==> src/rtl/sr_flag_arbiter.sv <==
// Round-robin arbiter sharing a bank of SR status flags between several requesters.
// Each granted command produces one S or R pulse, then the flag is read back and reported.
//
// state | meaning
// IDLE  | waiting for a request; grants the first valid requester at/after rr_ptr
// DRIVE | command latched, registering the single S or R pulse
// CHECK | pulse on the bank, sampling Q[idx] and reporting done/done_ok
module sr_flag_arbiter #(
   parameter  int NREQ  = 4,
   parameter  int NFLAG = 8,
   localparam int IDXW  = $clog2(NFLAG),
   localparam int IDW   = $clog2(NREQ)
) (
   input  logic                 clk,
   input  logic                 rst,
   input  logic [NREQ-1:0]      req_valid,
   input  logic [NREQ-1:0]      req_op,
   input  logic [NREQ*IDXW-1:0] req_idx,
   output logic [NREQ-1:0]      req_ready,
   output logic [NFLAG-1:0]     S,
   output logic [NFLAG-1:0]     R,
   input  logic [NFLAG-1:0]     Q,
   output logic                 busy,
   output logic                 done,
   output logic [IDW-1:0]       done_id,
   output logic                 done_ok,
   output logic                 err_sticky
);

   typedef enum logic [1:0] {
      IDLE  = 2'd0,
      DRIVE = 2'd1,
      CHECK = 2'd2
   } state_t;

   state_t            state, state_nx;
   logic [IDW-1:0]    rr_ptr, rr_ptr_nx;
   logic [IDW-1:0]    id_q, id_nx;
   logic              op_q, op_nx;
   logic [IDXW-1:0]   idx_q, idx_nx;

   logic [NREQ-1:0]   ready_nx;
   logic [NFLAG-1:0]  s_nx, r_nx;
   logic              done_nx, done_ok_nx, err_nx;
   logic [IDW-1:0]    done_id_nx;

   logic              gnt_any;
   logic [IDW-1:0]    gnt_id;
   logic [NFLAG-1:0]  flag_sel;
   logic              idx_in_range;
   logic              q_bit;

   // Lowest offset from rr_ptr wins; scanning high-to-low lets the last hit be the winner.
   always_comb begin
      int cand;
      gnt_any = 1'b0;
      gnt_id  = '0;
      cand    = 0;
      for (int k = NREQ - 1; k >= 0; k--) begin
         cand = int'(rr_ptr) + k;
         if (cand >= NREQ) cand = cand - NREQ;
         if (req_valid[cand]) begin
            gnt_any = 1'b1;
            gnt_id  = IDW'(cand);
         end
      end
   end

   // An index beyond the bank decodes to no flag at all, so nothing is pulsed.
   always_comb begin
      flag_sel = '0;
      q_bit    = 1'b0;
      for (int f = 0; f < NFLAG; f++) begin
         if (int'(idx_q) == f) begin
            flag_sel[f] = 1'b1;
            q_bit       = Q[f];
         end
      end
      idx_in_range = |flag_sel;
   end

   always_comb begin
      int nxt;
      state_nx   = state;
      rr_ptr_nx  = rr_ptr;
      id_nx      = id_q;
      op_nx      = op_q;
      idx_nx     = idx_q;
      ready_nx   = '0;
      s_nx       = '0;
      r_nx       = '0;
      done_nx    = 1'b0;
      done_id_nx = done_id;
      done_ok_nx = done_ok;
      err_nx     = err_sticky;
      nxt        = 0;

      unique case (state)
         IDLE: begin
            if (gnt_any) begin
               ready_nx[gnt_id] = 1'b1;
               id_nx            = gnt_id;
               op_nx            = req_op[gnt_id];
               idx_nx           = req_idx[int'(gnt_id)*IDXW +: IDXW];
               nxt              = int'(gnt_id) + 1;
               if (nxt >= NREQ) nxt = 0;
               rr_ptr_nx        = IDW'(nxt);
               state_nx         = DRIVE;
            end
         end
         DRIVE: begin
            if (op_q) s_nx = flag_sel;
            else      r_nx = flag_sel;
            state_nx = CHECK;
         end
         CHECK: begin
            done_nx    = 1'b1;
            done_id_nx = id_q;
            done_ok_nx = idx_in_range && (q_bit == op_q);
            if (!(idx_in_range && (q_bit == op_q))) err_nx = 1'b1;
            state_nx   = IDLE;
         end
         default: state_nx = IDLE;
      endcase
   end

   always_ff @(posedge clk) begin
      if (rst) begin
         state      <= IDLE;
         rr_ptr     <= '0;
         id_q       <= '0;
         op_q       <= 1'b0;
         idx_q      <= '0;
         req_ready  <= '0;
         S          <= '0;
         R          <= '0;
         done       <= 1'b0;
         done_id    <= '0;
         done_ok    <= 1'b0;
         err_sticky <= 1'b0;
      end else begin
         state      <= state_nx;
         rr_ptr     <= rr_ptr_nx;
         id_q       <= id_nx;
         op_q       <= op_nx;
         idx_q      <= idx_nx;
         req_ready  <= ready_nx;
         S          <= s_nx;
         R          <= r_nx;
         done       <= done_nx;
         done_id    <= done_id_nx;
         done_ok    <= done_ok_nx;
         err_sticky <= err_nx;
      end
   end

   assign busy = (state != IDLE);

endmodule

==> config.mk <==
export PLATFORM = sky130hd
export DESIGN_NAME = sr_flag_arbiter
export DESIGN_NICKNAME = d
export VERILOG_FILES = /design/src/rtl/sr_flag_arbiter.sv
export SDC_FILE = /design/constraint.sdc
export NUM_CORES = 1
export LEC_CHECK = 0
export ABC_AREA = 1
export BUFFER_PORTS_ARGS = -buffer_cell sky130_fd_sc_hd__buf_2
export CAP_MARGIN = 20
export CORE_MARGIN = 2
export CORE_UTILIZATION = 45
export DETAILED_ROUTE_END_ITERATION = 8
export PLACE_DENSITY = 0.81
export SLEW_MARGIN = 25
export SYNTH_ARGS = -nofsm -noshare
export SYNTH_HDL_FRONTEND = slang
export SYNTH_SLANG_ARGS = --single-unit
export TNS_END_PERCENT = 30
==> constraint.sdc <==
create_clock -name clk -period 3.85 [get_ports clk]
set_input_delay 0 -clock clk [delete_from_list [all_inputs] [get_ports clk]]
set_output_delay 0 -clock clk [all_outputs]
set_load 0.005 [all_outputs]
==> impl_metrics.ini, run 1 <==
[clock_tree]
post_cts_resized = 0
clockBufferDepth = 2
ctsHoldBuffers = 0
clk_latency_ns = 0.28
cts_tree = built
cts_buffers = 5
cts-root-buf = clkbuf_8
clk_pin_slew_ns = 0.07
postCtsSetupRepairBufs = 0
clock_sinks = 35
htree_levels = 2

[die]
core-area_sq_um = 3610
ioPinCount = 56
start_util_pct = 46.4
dieArea_sq_um = 4220
die_h_um = 65.0
placementRows = 22
dieWidth_um = 65.0

[place]
place_ws_ns = 1.65
place.gp.congestion = 0.871
dp_hpwl_mm = 2.67
portBuffers = 55
place_area_sq_um = 1990

[logic_synthesis]
syn-num-nets = 266
synth-edff-count = 0
netlist.area_leader.share_pct = 41.9
synth_common_cells = 46 x nand2_1, 40 x inv_1, 35 x dfxtp_1, 32 x nor2_1, 25 x nand3_1
synthesis.area_sq_um = 1670
synth_cell_types = 29
synth-main-ff-cell = dfxtp_1
yosys-top-cells-area = dfxtp_1 42%, nand2_1 10%, inv_1 9.0%
synth_most_common_cell = nand2_1
synth.yosys.seq_area_share_pct = 41.9
ys_ff_latch = 35
syn_inst = 232
ys_warn_count = 0
syn_area_per_cell_sq_um = 7.21
synth_largest_area_cell = dfxtp_1
async_flop_share_pct = 0

[worst_setup_path]
cp.required_ns = 4.07
cp.arrival_ns = 2.43
start_kind = flip-flop
cp-end-kind = flip-flop
path_class = flip-flop to flip-flop
worst-path-max-fanout = 13

[timing]
max_freq_mhz = 454
slew_headroom_pct = 60.6
tns_ns = 0
slew_viol_final = 0
rsz0062_at_grt = false
period_share_pct = 57.2
fin_ws_ns = 1.65
fin_skew_ns = 0.00408
final-setup-viol-count = 0
tightest_slew_ns = 0.590
hold_viol_final = 0
period_needed_ns = 2.20

[routing]
dr.pass1.iters = 4
wire_per_inst_um = 9.80
dr_wl_met3_um = 209
top_layer = met4
route.met2.wl_mm = 1.53
drt-met1-wl_mm = 1.51
first_iter_violations = 67
drt-total-wl_mm = 3.34
vias_per_cell = 4.61
num_vias = 1571
drc = 0
antenna_left = 0

[global_routing]
grt_pass1_vias = 1351
grt_overflow_total = 0
antenna_found_initial = 0
grt_start_max_net_pins = 14
grtUsageTotal_pct = 17.0
grt_pass1_wl_mm = 5.52

[job]
cap_violations = 0

[final_layout]
area_growth_syn_to_layout_pct = 26.2
final_core_util_pct = 58.5
final_cell_area_sq_um = 2110
drive_gt1_share_pct = 28.0
nets = 326
antenna_cells = 0

[pwr]
power_density_nw_per_um2 = 700
p_leak_nw = 1.12
ir_worst_vdd_uv = 417
finalPower_mw = 1.48

[hold_path]
hp-class = input port to flip-flop

[outcome]
status = completed
[path summary, 6_finish.rpt]
| check | from | to | slack (ns) | cells past startpoint |
|---|---|---|---|---|
| worst max-delay path | rr_ptr[0]$_SDFFE_PP0P_ | rr_ptr[1]$_SDFFE_PP0P_ | 1.65 | 9 |
| worst min-delay path | rst | err_sticky$_SDFFE_PP0P_ | 0.0009 | 2 |
| worst max register to register | rr_ptr[0]$_SDFFE_PP0P_ | rr_ptr[1]$_SDFFE_PP0P_ | 1.65 | 9 |
| worst min register to register | err_sticky$_SDFFE_PP0P_ | err_sticky$_SDFFE_PP0P_ | 0.45 | 2 |
[layout make-up]
class,instances,area [sq um]
well taps,48,60.1
clock buffers,6,82.6
inverters,44,165
fillers,347,1500
clock inverters,2,35.0
multi-input cells,151,791
repair buffers,55,275
flip-flops and latches,35,701
[power by group]
group / switching (mW) / leakage [nW] / total [mW] / internal, mW
Clock: 0.123 / 0.0612 / 0.332 / 0.209
Combinational: 0.410 / 0.777 / 0.656 / 0.246
Sequential: 0.0594 / 0.285 / 0.488 / 0.429
[placed cells by master, fill, tap and decap left out, types with 2 or more instances in the layout]
master    netlist  layout
nand3b_1        4       4
o21ai_0         6       6
nand3_1        25      25
clkbuf_8        0       6
nand2_2         3       3
nor3_1          4       4
inv_1          40      40
ha_1            4       4
nand4_1         2       2
nand2_4         2       2
nand3_4         2       2
dfxtp_1        35      35
or2_2           2       2
nand2_1        46      46
o21ai_1         3       3
a21oi_1         6       6
inv_2           4       4
nor2_1         32      32
buf_2           0      55
[sequential cells by signal, summed over array words and instances, names as in the netlist]
signal / count
done: 1
state: 2
rr_ptr: 2
op_q: 1
done_ok: 1
R: 8
id_q: 2
S: 8
idx_q: 3
done_id: 2
req_ready: 4
err_sticky: 1
[kinds of logic (layout without fill, tap and decap cells)]
logic type,Yosys count,count (layout),share of synthesized area (%)
simple gates,125,125,35.3
compound gates,20,20,7.49
xor+xnor,2,2,1.50
buf+inv,46,107,10.8
flops,35,35,41.9
fa+ha+maj,4,4,2.99
[routing by layer]
| layer | vias up | GRT usage [%] |
|---|---|---|
| met5 | - | 0 |
| met4 | 0 | 8.78 |
| met3 | 10 | 5.38 |
| met2 | 48 | 27.6 |
| met1 | 677 | 19.9 |
| li1 | 836 | - |
[worst max-delay path, stage by stage, from the launching register on]
cell and delay [ns]:
dfxtp_1 0.70, inv_1 0.15, o21ai_0 0.26, nor2_1 0.10, nor2_1 0.18, nand3_4 0.15
nand2_4 0.15, inv_2 0.07, ha_1 0.28, a21oi_1 0.11
[through the flow]
| stage | instances | hold slack (ns) |
|---|---|---|
| after global placement | 333 | 0.290 |
| after CTS | 341 | 0.00420 |
| after global routing | 341 | 0.0188 |
| after detailed placement | 333 | 0.294 |
| final | 341 | 0.000860 |
| after floorplan | 232 | 0.213 |
Note: power is estimated with default switching activity, not from simulation.
==> inputs of run 2 (changes only) <==
clock period = 2.2 ns   (was 3.85 ns; I/O delays follow)
==> impl_metrics.ini, run 2 (same netlist as run 1, synthesis figures left out) <==
[outcome]
status = completed

[worst_setup_path]
r2r_setup_slack_ns = 0.23
crit_path_top_delay_cell = dfxtp_1
cp.arrival_ns = 2.19
reg2reg_from = rr_ptr[0]$_SDFFE_PP0P_
start_kind = flip-flop
cp-end-kind = flip-flop
worst-path-max-fanout = 11
path_cells = buf_4 -> xor2_1 -> nand2_1 -> nand3_1 -> nand3_4 -> nand2_4 -> inv_2 -> ha_1 -> a21oi_1
cp.required_ns = 2.42
r2r_end = rr_ptr[1]$_SDFFE_PP0P_
cpPeakStageDelay_ns = 0.50
r2r_cells = 9
path_class = flip-flop to flip-flop

[die]
core-area_sq_um = 3610
dieArea_sq_um = 4220
die_h_um = 65.0
start_util_pct = 46.4
dieWidth_um = 65.0
placementRows = 22
ioPinCount = 56

[final_layout]
reg.largest.list = R x8, S x8, req_ready x4
drive_gt1_share_pct = 28.1
final_core_util_pct = 58.2
nFillCells = 336
area_growth_syn_to_layout_pct = 25.5
final_cell_mix = 55 x buf_2, 46 x nand2_1, 40 x inv_1
antenna_cells = 0
multi_input_area_sq_um = 791
final_cell_area_sq_um = 2100
nets = 328
regArea_sq_um = 701
final_cells = 343
final_common_cell = buf_2

[routing]
antenna_left = 0
first_iter_violations = 79
dr.pass1.iters = 4
drc = 0
drt-total-wl_mm = 3.67
num_vias = 1600
wire_per_inst_um = 10.7
vias_per_cell = 4.66

[global_routing]
grt_overflow_total = 0
antenna_found_initial = 0
grt_pass1_wl_mm = 6.21
grt_start_max_net_pins = 13
grtUsageTotal_pct = 19.2
grt_pass1_vias = 1475

[hold_path]
hold_depth = 4
hold_start = Q[7]
hp-class = input port to flip-flop
holdPathEnd = done_ok$_SDFFE_PP0P_

[clock_tree]
clk_latency_ns = 0.29
cts-root-buf = clkbuf_8
clk_pin_slew_ns = 0.07
clock_sinks = 35
cts_buffers = 5
cts_tree = built
clockBufferDepth = 2
ctsHoldBuffers = 1
post_cts_resized = 0
postCtsSetupRepairBufs = 0
htree_levels = 2

[pwr]
ir_worst_vdd_uv = 611
p_leak_nw = 1.11
power_density_nw_per_um2 = 1200

[timing]
max_freq_mhz = 509
rsz0062_at_grt = false
tightest_slew_ns = 0.299
period_needed_ns = 1.97
tns_ns = 0
hold_viol_final = 0
fin_skew_ns = 0.00353
slew_headroom_pct = 79.9
final-setup-viol-count = 0
fin_ws_ns = 0.234
period_share_pct = 89.4
slew_viol_final = 0

[place]
place.gp.congestion = 0.901
place_area_sq_um = 2000
dp.cells = 334
portBuffers = 55
place_ws_ns = 0.258
dp_hpwl_mm = 2.86

[job]
cap_violations = 0
[run 2: changes by cell type in the layout (fill, tap and decap cells not counted)]
cell,change
clkinvlp_4,+2
dlygate4sd3_1,+1
bufinv_16,-1
buf_4,+1
clkbuf_8,-1
[run 2: through the flow]
stage	power, mW	hold slack, ns
2_1_floorplan	1.78	0.213
6_report	2.52	0.0617
3_5_place_dp	2.07	0.297
3_3_place_gp	2.01	0.291
5_1_grt	2.74	0.0828
4_1_cts	2.53	0.0583
[run 2: critical path, delay by kind of cell, from the launching register on]
kind,cells,cell delay [ns]
adder cells (fa/ha/maj),1,0.28
XOR/XNOR,1,0.16
flip-flops,1,0.50
buffers and inverters,2,0.30
AO/OA/AOI/OAI,1,0.12
AND/OR/NAND/NOR,4,0.53
[run 2: per-layer routing]
layer	share of wire, %	global-route usage [%]	vias up
met3	5.0	3.82	9
met4	2.6	12.0	0
li1	-	-	846
met2	47	31.6	49
met5	0	0	-
met1	45	22.7	696
[run 2: how the worst max path moves through the flow]
stage               cells past startpoint                    from                     end
finish                                  9  rr_ptr[0]$_SDFFE_PP0P_  rr_ptr[1]$_SDFFE_PP0P_
global route                            9  rr_ptr[0]$_SDFFE_PP0P_  rr_ptr[1]$_SDFFE_PP0P_
CTS                                     9  rr_ptr[0]$_SDFFE_PP0P_  rr_ptr[1]$_SDFFE_PP0P_
detailed placement                      9  rr_ptr[0]$_SDFFE_PP0P_  rr_ptr[1]$_SDFFE_PP0P_
global placement                        9  rr_ptr[0]$_SDFFE_PP0P_  rr_ptr[1]$_SDFFE_PP0P_
floorplan                              10  rr_ptr[0]$_SDFFE_PP0P_  rr_ptr[1]$_SDFFE_PP0P_
[run 2: power breakdown]
| group | switching (mW) | total, mW | internal, mW |
|---|---|---|---|
| Sequential | 0.0889 | 0.839 | 0.750 |
| Combinational | 0.784 | 1.23 | 0.443 |
| Clock | 0.232 | 0.452 | 0.220 |
| Total | 1.10 | 2.52 | 1.41 |
[run 2: layout make-up]
| type | count | area share [%] |
|---|---|---|
| clock buffers | 5 | 3.28 |
| flip-flops and latches | 35 | 33.4 |
| well taps | 48 | 2.86 |
| repair buffers | 57 | 14.0 |
| multi-input cells | 151 | 37.7 |
| clock inverters | 3 | 0.954 |
| inverters | 44 | 7.87 |
==> inputs of run 3 (changes only) <==
clock period = 1.9 ns   (was 2.2 ns; I/O delays follow)
==> impl_metrics.ini, run 3 (same netlist as run 1, synthesis figures left out) <==
[outcome]
status = completed

[final_layout]
nFillCells = 338
final_common_cell = buf_2
final_cell_mix = 55 x buf_2, 46 x nand2_1, 40 x inv_1
area_growth_syn_to_layout_pct = 28.7
drive_gt1_share_pct = 29.3
multi_input_area_sq_um = 800
nets = 330
regArea_sq_um = 704
antenna_cells = 0
reg.largest.list = R x8, S x8, req_ready x4

[job]
cap_violations = 0

[pwr]
netSwitchingFraction_pct = 40.2
power_density_nw_per_um2 = 1440
p_int_mw = 1.86
ir_worst_vdd_uv = 720
finalPower_mw = 3.10
p_seq_share_pct = 31.4
p_comb_share_pct = 46.9
power_frac_clock_pct = 21.7
p_leak_nw = 1.14
power_switching_mw = 1.25

[die]
dieWidth_um = 65.0
start_util_pct = 46.4
core-area_sq_um = 3610
die_h_um = 65.0
dieArea_sq_um = 4220
placementRows = 22
ioPinCount = 56

[global_routing]
grt_pass1_wl_mm = 5.93
grtUsageTotal_pct = 18.1
grt_start_max_net_pins = 12
grt_overflow_total = 0
antenna_found_initial = 0
grt_pass1_vias = 1497

[timing]
final-setup-viol-count = 0
fin_skew_ns = 0.00625
tightest_slew_ns = 0.303
max_freq_mhz = 580
slew_headroom_pct = 79.7
period_share_pct = 90.8
period_needed_ns = 1.72
rsz0062_at_grt = false
hold_viol_final = 0
slew_viol_final = 0
tns_ns = 0

[place]
portBuffers = 55
place.gp.congestion = 0.915
dp_hpwl_mm = 2.83

[routing]
vias_per_cell = 4.66
drc = 0
antenna_left = 0
dr.pass1.iters = 4
first_iter_violations = 63
wire_per_inst_um = 10.1
num_vias = 1609
drt-total-wl_mm = 3.50

[worst_setup_path]
cp-end-kind = flip-flop
start_kind = flip-flop
cp.required_ns = 2.12
r2r_setup_slack_ns = 0.18
cp-startpoint = rr_ptr[0]$_SDFFE_PP0P_
r2r_end = rr_ptr[1]$_SDFFE_PP0P_
cp.arrival_ns = 1.94
crit_end = rr_ptr[1]$_SDFFE_PP0P_
reg2reg_from = rr_ptr[0]$_SDFFE_PP0P_
path_class = flip-flop to flip-flop
worst-path-max-fanout = 11
r2r_cells = 10

[clock_tree]
clk_latency_ns = 0.28
clk_pin_slew_ns = 0.07
htree_levels = 2
cts_tree = built
cts-root-buf = clkbuf_8
clockBufferDepth = 2
clock_sinks = 35
cts_buffers = 5

[hold_path]
hp-class = input port to flip-flop
hold_depth = 2
-- run 3: critical path: stages (launching register included) --
cell	delay, ns
dfxtp_4	0.38
buf_4	0.15
xnor2_2	0.14
nand2_2	0.10
nand2_1	0.07
nand2_2	0.08
nand3_4	0.13
nand2_8	0.14
inv_2	0.06
ha_1	0.29
a21oi_1	0.11
-- run 3: worst min path at each step --
stage / start / end / slack [ns]
final: rst / err_sticky$_SDFFE_PP0P_ / 0.02
after global routing: rst / done$_SDFF_PP0_ / 0.02
after CTS: rst / err_sticky$_SDFFE_PP0P_ / 0.02
after detailed placement: rst / err_sticky$_SDFFE_PP0P_ / 0.31
after global placement: rst / err_sticky$_SDFFE_PP0P_ / 0.30
after floorplan: req_op[2] / op_q$_SDFFE_PP0P_ / 0.21
-- run 3: through the flow --
step	setup slack, ns	utilization (%)	instance area [sq um]	instances	hold slack [ns]
global route	0.0173	59.7	2150	345	0.0231
detailed placement	0.0189	56.1	2020	337	0.309
CTS	0.0120	59.3	2140	345	0.0167
floorplan	0.270	-	1670	232	0.213
global placement	0.0896	56.1	2020	337	0.296
finish	0.175	59.7	2150	345	0.0226
-- run 3: what timing repair did --
action                                  CTS  global route
buffers inserted                          0             0
resized for setup                         0             4
hold buffers                              0             0
endpoints found under the setup margin    0            12
-- run 3: cell type report --
type | instances | area share [%]
multi-input combinational | 151 | 37.2
sequential | 35 | 32.7
timing repair buffer | 59 | 14.2
inverter | 44 | 7.67
clock buffer | 6 | 3.84
tap | 48 | 2.79
clock inverter | 2 | 1.63
-- run 3: per-layer routing --
metal  wire [um]  up-vias  GRT usage [%]
met4          69        0           7.71
met2        1680       54           31.6
li1            -      854              -
met3         214        6           4.34
met5           0        -              0
met1        1540      695           21.1
-- run 3: power by group through the flow --
stage	Combinational, mW	Sequential [mW]	Clock (mW)
2_1_floorplan	1.09	0.967	0
3_5_place_dp	1.42	0.988	0
4_1_cts	1.43	0.972	0.677
3_3_place_gp	1.38	0.983	0
5_1_grt	1.66	0.999	0.721
6_report	1.46	0.976	0.672
